--- config.mk ---
export PLATFORM = sky130hd
export DESIGN_NAME = bus_arbiter
export DESIGN_NICKNAME = d
export VERILOG_FILES = /design/src/rtl/bus_arbiter.sv
export SDC_FILE = /design/constraint.sdc
export NUM_CORES = 1
export LEC_CHECK = 0
export BUFFER_PORTS_ARGS = -buffer_cell sky130_fd_sc_hd__buf_2
export CORE_AREA = 2 2 110 112
export CTS_CLUSTER_DIAMETER = 200
export DETAILED_ROUTE_END_ITERATION = 16
export DIE_AREA = 0 0 112 114
export GPL_ROUTABILITY_DRIVEN = 0
export HOLD_SLACK_MARGIN = 0.08
export PLACE_DENSITY = 0.42
export SLEW_MARGIN = 5
export SYNTH_ARGS = -nofsm -noshare
export SYNTH_HDL_FRONTEND = slang
export SYNTH_SLANG_ARGS = --single-unit
--- constraint.sdc ---
create_clock -name clock -period 2.2 [get_ports clock]
set_input_delay 0.33 -clock clock [delete_from_list [all_inputs] [get_ports clock]]
set_output_delay 0.33 -clock clock [all_outputs]
set_load 0.01 [all_outputs]
--- src/rtl/bus_arbiter.sv ---
// Two-master round-robin arbiter for a single-port word RAM, with bounded bus locking.
// Grants are combinational; read-valid returns to the issuing master one cycle after the grant.
module bus_arbiter #(
  parameter int ADDR_W   = 32,
  parameter int LOCK_MAX = 4
) (
  input  logic              clock,
  input  logic              reset,

  input  logic              m0_req,
  input  logic              m0_lock,
  input  logic [ADDR_W-1:0] m0_addr,
  input  logic [31:0]       m0_data_w,
  input  logic [3:0]        m0_mask_w,
  input  logic              m0_write,
  output logic              m0_gnt,
  output logic              m0_rvalid,

  input  logic              m1_req,
  input  logic              m1_lock,
  input  logic [ADDR_W-1:0] m1_addr,
  input  logic [31:0]       m1_data_w,
  input  logic [3:0]        m1_mask_w,
  input  logic              m1_write,
  output logic              m1_gnt,
  output logic              m1_rvalid,

  output logic [31:0]       data_r,

  output logic [ADDR_W-1:0] mem_addr,
  input  logic [31:0]       mem_data_r,
  output logic [31:0]       mem_data_w,
  output logic [3:0]        mem_mask_w,
  output logic              mem_write
);

  localparam logic [7:0] LOCK_LIM = 8'(LOCK_MAX);

  logic       last;       // id of the most recently granted master
  logic       last_lock;  // lock request that accompanied that grant
  logic [7:0] lock_cnt;
  logic [1:0] rd_owner;

  logic both_req;
  logic hold_bus;
  logic gnt_any;
  logic gnt_id;
  logic gnt_lock;
  logic gnt_write;
  logic other_req;

  assign both_req = m0_req & m1_req;
  // The previous winner keeps the bus on a tie only while its lock budget lasts.
  assign hold_bus = last_lock && (lock_cnt < LOCK_LIM);

  always_comb begin
    m0_gnt = 1'b0;
    m1_gnt = 1'b0;
    if (both_req) begin
      if (hold_bus) begin
        m0_gnt = ~last;
        m1_gnt = last;
      end else begin
        m0_gnt = last;
        m1_gnt = ~last;
      end
    end else begin
      m0_gnt = m0_req;
      m1_gnt = m1_req;
    end
  end

  assign gnt_any   = m0_gnt | m1_gnt;
  assign gnt_id    = m1_gnt;
  assign gnt_lock  = m1_gnt ? m1_lock  : m0_lock;
  assign gnt_write = m1_gnt ? m1_write : m0_write;
  assign other_req = m1_gnt ? m0_req   : m1_req;

  always_comb begin
    mem_addr   = '0;
    mem_data_w = '0;
    mem_mask_w = '0;
    mem_write  = 1'b0;
    if (m0_gnt) begin
      mem_addr   = m0_addr;
      mem_data_w = m0_data_w;
      mem_mask_w = m0_write ? m0_mask_w : 4'b0000;
      mem_write  = m0_write;
    end else if (m1_gnt) begin
      mem_addr   = m1_addr;
      mem_data_w = m1_data_w;
      mem_mask_w = m1_write ? m1_mask_w : 4'b0000;
      mem_write  = m1_write;
    end
  end

  always_ff @(posedge clock or negedge reset) begin
    if (!reset) begin
      last      <= 1'b1;
      last_lock <= 1'b0;
      lock_cnt  <= 8'd0;
    end else if (gnt_any) begin
      last      <= gnt_id;
      last_lock <= gnt_lock;
      // Only contended re-grants under lock consume the budget.
      if ((gnt_id == last) && last_lock && other_req)
        lock_cnt <= (lock_cnt >= LOCK_LIM) ? LOCK_LIM : lock_cnt + 8'd1;
      else
        lock_cnt <= 8'd0;
    end else begin
      lock_cnt <= 8'd0;
    end
  end

  always_ff @(posedge clock or negedge reset) begin
    if (!reset)
      rd_owner <= 2'b00;
    else if (gnt_any && !gnt_write)
      rd_owner <= {m1_gnt, m0_gnt};
    else
      rd_owner <= 2'b00;
  end

  assign m0_rvalid = rd_owner[0];
  assign m1_rvalid = rd_owner[1];
  assign data_r    = mem_data_r;

endmodule
==> out/metrics.csv <==
stage,metric,value,unit
clock_network,clock-sinks,12,
pwr,ir_worst_vdd,0.2697,mV
logic_synthesis,synth-seq-area-share,0.1997,
cells_and_area,drive_gt1_frac,0.6981,
clock_network,cts_buffers,3,
cells_and_area,num_antenna_cells,0,
clock_network,clockBufferDepth,2,
clock_network,worstSkewPairLatency,0.23,ns
cells_and_area,layout.cells.non_filler,518,
floorplanning,die_area,12770,um2
floorplanning,chipWidth,112,um
cells_and_area,final_util,0.2497,
worst_setup_path,crit_fanout,8,
timing,fin_ws,-0.2670,ns
detailed_routing,via_count,2141,
worst_setup_path,timing.rr.start,lock_cnt[4],
placed_design,io_buffers,216,
hold_path,min_to,rd_owner[0],
global_route,grt_pass1_vias,1876,
run_status,failed_checks,setup timing,
hold_path,min_path_type,input port to flop,
global_route,overflow,0,
logic_synthesis,synth-async-reset-ratio,1.000,
clock_network,h-tree-depth,1,
hold_path,holdPathStages,2,
placed_design,dp_hpwl,5543,um
placed_design,placed_area,2629,um2
detailed_routing,drc,0,
logic_synthesis,synth_area_per_cell,9.098,um2
global_route,grt_max_degree,37,
detailed_routing,wl,6959,um
worst_setup_path,crit_path_top_delay_cell,or4b_4,
timing,fin_crit_sh,1.121,
global_route,grt.total_usage,0.08934,
detailed_routing,wl_per_cell,13.43,um
cells_and_area,fillers,1281,
timing,skew,0.0007884,ns
worst_setup_path,crit_chain,or4b_4 -> nor3_4 -> nor3_2 -> buf_4 -> buf_4 -> a22o_1 -> buf_2,
timing,setup_viol,71,
pwr,power,1.254,mW
timing,fin_setup_tns,-15.87,ns
worst_setup_path,crit_type,flop to primary output,
worst_setup_path,arrival,2.14,ns
placed_design,placed_cells,505,
logic_synthesis,synth_seq_cells,12,
clock_network,root_buffer,clkbuf_16,
global_route,grt_pass1_wl,9342,um
floorplanning,initial_utilization,0.1290,
cells_and_area,final_nets,550,
logic_synthesis,synth_area,1510,um2
detailed_routing,drt_iter0_drc,61,
timing,clock.fmax,405.4,MHz
placed_design,pre_cts_slack,-0.1798,ns
worst_setup_path,cp-start-kind,flop,
logic_synthesis,yosys_warnings,0,
worst_setup_path,cpPeakStageDelay,0.59,ns
pwr,p_leak,1.663,nW
timing,drv_slew,0,
floorplanning,die_h,114,um
worst_setup_path,worstRegToRegCells,8,
timing,fin_crit,2.467,ns
global_route,antenna_found_initial,0,
hold_path,hp-start,m0_write,
worst_setup_path,cp_common_cell,buf_4,
floorplanning,pin_count,281,
timing,rsz0062_at_grt,yes,
floorplanning,core_area,11710,um2
detailed_routing,drt.antenna.violating_nets,0,
worst_setup_path,regToRegEndpoint,last_lock,
detailed_routing,firstDrtPassIters,4,
detailed_routing,vias_per_cell,4.133,
worst_setup_path,r2r_slack,0.04,ns
logic_synthesis,synthCells,166,
clock_network,path_clk_slew,0.04,ns
logic_synthesis,post_synth_num_cell_types,30,
timing,holdWs,0.3058,ns
floorplanning,rows,40,
cells_and_area,area_delta_synth_final,93.62,%
worst_setup_path,critPathRequiredTime,1.87,ns
run_status,status,"complete, but fails checks",
cells_and_area,postLayoutCellArea,2924,um2
run,drv_cap,0,
clock_network,cts_tree,yes,
worst_setup_path,crit_path_end_kind,primary output,
logic_synthesis,synth_edf_count,0,
logic_synthesis,ys.flop_type,dfrtp_1,
timing,hold_viol,0,
pwr,power.density,428.8,nW/um2
[layout by cell type (no fill, tap or decap), drive strengths merged]
master       instances
a221o                1
a32o                 4
ha                   2
nand3                1
a22o                64
nor4                 3
dfrtp               11
a211oi               1
or3                  1
nor2                 4
buf                242
a21oi                4
o21ai                1
dlygate4sd3          1
a21o                 1
clkbuf               5
conb                 5
or4b                 1
nor3                 6
xnor2                1
and2                 3
dfstp                1
nor4b                1
inv                  4
nand2                3
[timing repair]
| item | 4_1_cts | 5_1_grt |
|---|---|---|
| setup endpoints to repair | 71 | 71 |
| resized for setup | 16 | 8 |
| hold buffers | 1 | 0 |
| buffers inserted | 3 | 1 |
| hold endpoints to repair | 11 | 0 |
| cloned | 3 | 1 |
| pin swaps | 7 | 29 |
[registers in the layout (all words and copies together) (netlist names)]
| signal | flops |
|---|---|
| rd_owner | 2 |
| last | 1 |
| last_lock | 1 |
| lock_cnt | 8 |
[cell type report]
cell class	instances	area [um2]	share of cell area
Clock buffer	4	88.84	0.03038
Inverter	4	15.01	0.005135
Multi-Input combinational cell	107	907.1	0.3102
Sequential cell	12	301.5	0.1031
Timing Repair Buffer	244	1428	0.4882
Tap cell	147	183.9	0.06290
[worst max-delay path by stage]
stage	endpoint	slack, ns	cells after the start	startpoint
finish	mem_data_w[14]	-0.27	7	lock_cnt[4]
global route	mem_data_w[1]	-0.40	7	lock_cnt[2]
CTS	mem_data_w[31]	-0.29	7	lock_cnt[4]
detailed placement	mem_addr[13]	-0.18	7	lock_cnt[4]
global placement	mem_addr[13]	-0.16	7	lock_cnt[4]
floorplan	mem_addr[0]	0.08	6	lock_cnt[4]
[worst max-delay path, delay by kind of cell, from the launching register on]
| kind | cells | cell delay, ns |
|---|---|---|
| simple gates | 3 | 0.83 |
| buf+inv | 3 | 0.48 |
| flops | 1 | 0.38 |
| compound gates | 1 | 0.22 |
[power breakdown]
part,switching [mW],internal [mW]
clock,0.0857,0.273
combinational,0.293,0.355
sequential,0.0114,0.235
total,0.390,0.864
[Yosys cell counts (2+ instances only)]
cell / number / share of area
inv_1: 3 / 0.0075
nor2_1: 4 / 0.0099
buf_6: 5 / 0.037
a21oi_1: 4 / 0.013
ha_1: 2 / 0.017
buf_4: 33 / 0.16
a32o_1: 4 / 0.027
nand2_1: 3 / 0.0075
and2_1: 3 / 0.012
dfrtp_1: 11 / 0.18
nor3_1: 4 / 0.013
a22o_1: 64 / 0.37
buf_2: 2 / 0.0066
nor4_1: 2 / 0.0083
clkbuf_1: 7 / 0.017
[cell families (layout without fill, tap and decap cells)]
family | after synthesis | in the layout | share of synthesized area
AO/OA/AOI/OAI | 76 | 76 | 0.4308
XOR/XNOR | 1 | 1 | 0.005801
adder cells (fa/ha/maj) | 2 | 2 | 0.01657
buffers and inverters | 51 | 252 | 0.2353
flip-flops | 12 | 12 | 0.1997
other | 1 | 5 | 0.002483
AND/OR/NAND/NOR | 23 | 23 | 0.1094
[metal layers]
metal / track usage / part of all wire / vias up
met3: 0.01328 / 0.095 / 14
met2: 0.1770 / 0.55 / 129
met4: 0.01951 / 0.013 / 0
li1: - / - / 1023
met5: 0 / 0 / -
met1: 0.1006 / 0.34 / 975
Power figures use the tool's default switching activity.
